**config.mk**
```make
export PLATFORM = sky130hd
export DESIGN_NAME = udi_spect_acc_ctl
export DESIGN_NICKNAME = d
export VERILOG_FILES = /design/src/rtl/udi_spect_acc_ctl.sv
export SDC_FILE = /design/constraint.sdc
export NUM_CORES = 1
export LEC_CHECK = 0
export ABC_AREA = 1
export CAP_MARGIN = 20
export CORE_UTILIZATION = 55
export CTS_CLUSTER_DIAMETER = 50
export DETAILED_ROUTE_END_ITERATION = 8
export PLACE_DENSITY = 0.83
export SYNTH_ARGS = -nofsm -noshare
export SYNTH_HDL_FRONTEND = slang
export SYNTH_SLANG_ARGS = --single-unit
```
**constraint.sdc**
```tcl
create_clock -name gclk -period 4.96 [get_ports gclk]
set_input_delay 0.496 -clock gclk [delete_from_list [all_inputs] [get_ports gclk]]
set_output_delay 0.496 -clock gclk [all_outputs]
set_load 0.02 [all_outputs]
```
**src/rtl/udi_spect_acc_ctl.sv**
```systemverilog
// rtl/udi_spect_acc_ctl.sv - I/Q squaring sequencer: windowed power average with threshold detect
module udi_spect_acc_ctl #(
  parameter int MULT_LAT = 3,
  parameter int ACC_W    = 44,
  parameter int WIN_MAX  = 10
) (
  input  logic        gclk,
  input  logic        greset,
  input  logic        cfg_wr,
  input  logic [3:0]  cfg_win_log2,
  input  logic [31:0] cfg_thr,
  input  logic        start,
  input  logic        abort,
  input  logic        smp_valid,
  output logic        smp_ready,
  input  logic [15:0] smp_i,
  input  logic [15:0] smp_q,
  output logic [15:0] mul_a_i,
  output logic [15:0] mul_a_q,
  input  logic [31:0] mul_p_i,
  input  logic [31:0] mul_p_q,
  output logic        busy,
  output logic        res_valid,
  output logic [31:0] res_power,
  output logic        res_det
);

  typedef enum logic [1:0] {S_IDLE, S_RUN, S_DRAIN, S_DONE} state_t;

  state_t               state, state_nx;
  logic [3:0]           k_reg;
  logic [31:0]          thr_reg;
  logic [WIN_MAX:0]     count;
  logic [WIN_MAX:0]     win_last;
  logic [MULT_LAT:0]    tag;
  logic [ACC_W-1:0]     acc;
  logic [ACC_W-1:0]     acc_shr;
  logic [32:0]          psum;
  logic [31:0]          power_sat;
  logic [3:0]           k_clamp;
  logic                 accept;
  logic                 last_smp;
  logic                 idle_cmd;

  assign smp_ready = (state == S_RUN);
  assign busy      = (state != S_IDLE);
  assign accept    = smp_ready & smp_valid;
  assign win_last  = ((WIN_MAX+1)'(1) << k_reg) - (WIN_MAX+1)'(1);
  assign last_smp  = accept & (count == win_last);
  assign idle_cmd  = (state == S_IDLE) & ~abort;
  assign k_clamp   = (cfg_win_log2 > 4'(WIN_MAX)) ? 4'(WIN_MAX) : cfg_win_log2;
  assign psum      = {1'b0, mul_p_i} + {1'b0, mul_p_q};
  assign acc_shr   = acc >> k_reg;
  // Average cannot exceed 32 bits for legal K, but saturate rather than wrap anyway
  assign power_sat = (|acc_shr[ACC_W-1:32]) ? 32'hFFFF_FFFF : acc_shr[31:0];

  always_comb begin
    state_nx = state;
    case (state)
      S_IDLE:  if (!abort && start) state_nx = S_RUN;
      S_RUN:   if (abort) state_nx = S_IDLE;
               else if (last_smp) state_nx = S_DRAIN;
      S_DRAIN: if (abort) state_nx = S_IDLE;
               else if (tag == '0) state_nx = S_DONE;
      S_DONE:  state_nx = S_IDLE;
      default: state_nx = S_IDLE;
    endcase
  end

  always_ff @(posedge gclk) begin
    if (greset) begin
      state     <= S_IDLE;
      k_reg     <= '0;
      thr_reg   <= '0;
      count     <= '0;
      tag       <= '0;
      acc       <= '0;
      mul_a_i   <= '0;
      mul_a_q   <= '0;
      res_valid <= 1'b0;
      res_power <= '0;
      res_det   <= 1'b0;
    end else begin
      state     <= state_nx;
      res_valid <= 1'b0;
      if (idle_cmd && cfg_wr) begin
        k_reg   <= k_clamp;
        thr_reg <= cfg_thr;
      end
      if (idle_cmd && start) begin
        acc   <= '0;
        count <= '0;
        tag   <= '0;
      end
      if (accept) begin
        mul_a_i <= smp_i;
        mul_a_q <= smp_q;
        count   <= count + (WIN_MAX+1)'(1);
      end
      // Tag output marks which squarer results belong to accepted samples
      if (state == S_RUN || state == S_DRAIN) begin
        if (abort) begin
          tag <= '0;
        end else begin
          tag <= {tag[MULT_LAT-1:0], accept};
          if (tag[MULT_LAT]) acc <= acc + ACC_W'(psum);
        end
      end
      if (state == S_DONE && !abort) begin
        res_power <= power_sat;
        res_det   <= (power_sat > thr_reg);
        res_valid <= 1'b1;
      end
    end
  end

endmodule
```
==> reports/metrics.cfg <==
[logic_synthesis]
yosysWarnings = 0
yosysSeqAreaShare = 0.252
ys.flop_type = dfxtp_1
synth_edf_count = 0
ys_types = 47
synthesis.nets = 2342
synthTopCellsByArea = dfxtp_1, nand2_1, inv_1
synthTopCellsByCount = nand2_1, inv_1, nor2_1
synth_top_cell_by_area = dfxtp_1
synthArstFlopShare = 0
syn_inst = 2100
yosysMostFrequentCell = nand2_1
synth.avg_cell_area_um2 = 6.18
synth_seq_cells = 163
synth_top_cell_area_share = 0.252
synth_area_um2 = 13000

[floorplanning]
initial_utilization = 0.566
dieArea_um2 = 24200
num_rows = 55
die_w_um = 156
ios = 206
core_um2 = 22900
fp.dieH_um = 156

[final_layout]
nFillCells = 2077
largest_register_ffs = 44
final_layout_size_suffix_gt1_frac = 0.0502
nets = 2482
fin_util = 0.683
diodes = 0
area_growth_pct = 20.6

[clock_tree]
root_buffer = clkbuf_16
post_cts_resize_count = 0
clock_latency_ns = 0.44
htree_levels = 4
postCtsSetupRepairBufs = 0
cts_buffers = 17
clkTransAtPathRegs_ns = 0.07
clock_path_buffers = 2
clkSinkCount = 163
hold_buffers = 0
cts_tree = built

[setup_path]
critPathKind = reg -> reg
cp_max_fo = 54
r2r_end = res_det$_SDFFE_PP0P_
endpoint_kind = flop
critical_path_arrival_ns = 4.02
r2r_start = k_reg[0]$_SDFFE_PP0P_
start_kind = flop
crit_path_start = k_reg[0]$_SDFFE_PP0P_
rr_worst_depth = 22
reg2reg_slack_ns = 1.30
crit_required_ns = 5.32

[power]
p_total_mw = 6.55
peakVddDrop_mv = 0.393
leakage_nw = 7.20
p_per_area_nw_per_um2 = 418

[timing]
finalHoldViolations = 0
fin_setup_tns_ns = 0
grt_setup_unrepaired = no
slew_headroom = 0.279
fmax_mhz = 274
min_period_ns = 3.66
slew_viol_final = 0
setup_viol = 0
max_slew.worst_pin.slew_ns = 1.08
skew_ns = 0.0159
setup_ws_ns = 1.30
fin_crit_sh = 0.737

[detailed_routing]
first_pass_iters = 5
viasPerCell = 5.42
routed_wl_um = 38400
initialDrtViolationCount = 1137
num_vias = 13900
route.detailed.drc = 0
antenna_left = 0
wl_per_cell_um = 15.0

[grt]
grt_max_degree = 72
grt_pass1_wl_um = 61900
grt_pass1_vias = 12800
grt_overflow = 0
grt_usage = 0.317
antenna_found_initial = 0

[place]
gp_routability_congestion = 0.947
dp_hpwl_um = 29500
io_buffers = 205
pre_cts_slack_ns = 1.30

[status]
status = finished, final reports clean

[min_path]
hp-start = thr_reg[20]$_SDFFE_PP0P_
hold_depth = 2
hp-class = reg -> reg
hold_end = thr_reg[20]$_SDFFE_PP0P_

[flow_run]
drv_cap = 0

placed cells by master (no fill, tap or decap), types with 3 or more instances in the layout:
cell and instances:
nand2_1 594, inv_1 245, nor2_1 235, clkdlybuf4s50_1 204, o21ai_0 181, dfxtp_1 163
a21oi_1 157, nand3_1 106, ha_1 71, nand4_1 43, fa_1 33, nand2_2 31
or2_2 21, nor3_1 19, clkbuf_16 17, o21ai_1 15, buf_4 14, mux2i_1 8
o21bai_1 7, inv_8 7, inv_2 6, xnor2_1 6, nor4_1 6, a31oi_1 5
a211oi_1 5, and2_1 4, a22oi_1 4, xor2_1 4, o21a_1 4, o211ai_1 3
o22ai_1 3, a21o_1 3
layer usage:
layer / up-vias / share of wire / global-route usage
met5: - / 0 / 0
met4: 0 / 0.025 / 0.104
met3: 73 / 0.068 / 0.0542
met2: 496 / 0.47 / 0.543
met1: 6318 / 0.44 / 0.405
li1: 7027 / - / -
critical path, cell delays in order (launching register included):
cell,delay (ns)
dfxtp_1,0.34
buf_4,0.40
o21ai_0,0.19
or2_1,0.25
nand2_1,0.06
nand2_1,0.06
nand2_1,0.09
nand2_1,0.05
nor2_1,0.09
nand2_1,0.07
nand2_2,0.06
and2_1,0.12
buf_4,0.41
nand2_1,0.12
ha_1,0.29
nand2_1,0.06
nor2_1,0.19
nand2_1,0.09
nor4_1,0.28
nand2_1,0.11
nand2_1,0.08
nand2_1,0.05
a21oi_1,0.11
power by group:
group / leakage, nW / total (mW) / switching, mW / internal (mW)
clock: 0.283 / 1.32 / 0.646 / 0.675
sequential: 1.33 / 1.64 / 0.138 / 1.50
combinational: 5.59 / 3.59 / 2.28 / 1.30
kinds of logic (layout without fill, tap and decap cells):
kind of cell / count (synthesis) / count (layout) / share of synthesized area
XOR/XNOR: 10 / 10 / 0.00675
adder cells (fa/ha/maj): 104 / 104 / 0.119
AND/OR/NAND/NOR: 1069 / 1069 / 0.344
AO/OA/AOI/OAI: 395 / 395 / 0.162
multiplexers: 8 / 8 / 0.00617
flip-flops: 163 / 163 / 0.252
buffers and inverters: 351 / 504 / 0.110
area by class of cell:
cell class	instances	area [um2]	area share
multi-input cells	1586	8280	0.529
flip-flops and latches	163	3260	0.209
repair buffers	220	2180	0.139
inverters	252	946	0.0605
clock buffers	17	425	0.0272
well taps	313	392	0.0250
clock inverters	15	158	0.0101
stage by stage:
| step | instance area [um2] | hold WS (ns) | std cells |
|---|---|---|---|
| finish | 15600 | 0.468 | 2566 |
| global route | 15600 | 0.485 | 2566 |
| CTS | 15600 | 0.470 | 2565 |
| detailed placement | 15000 | 0.460 | 2533 |
| global placement | 15000 | 0.449 | 2533 |
| floorplan | 13000 | 0.428 | 2100 |
how the worst max path moves through the flow:
| stage | end | slack, ns |
|---|---|---|
| after CTS | res_det$_SDFFE_PP0P_ | 1.33 |
| final | res_det$_SDFFE_PP0P_ | 1.30 |
| after floorplan | res_det$_SDFFE_PP0P_ | 2.11 |
| after detailed placement | acc[34]$_SDFF_PP0_ | 1.30 |
| after global placement | acc[34]$_SDFF_PP0_ | 1.30 |
| after global routing | res_det$_SDFFE_PP0P_ | 0.79 |
Power figures use the tool's default switching activity.
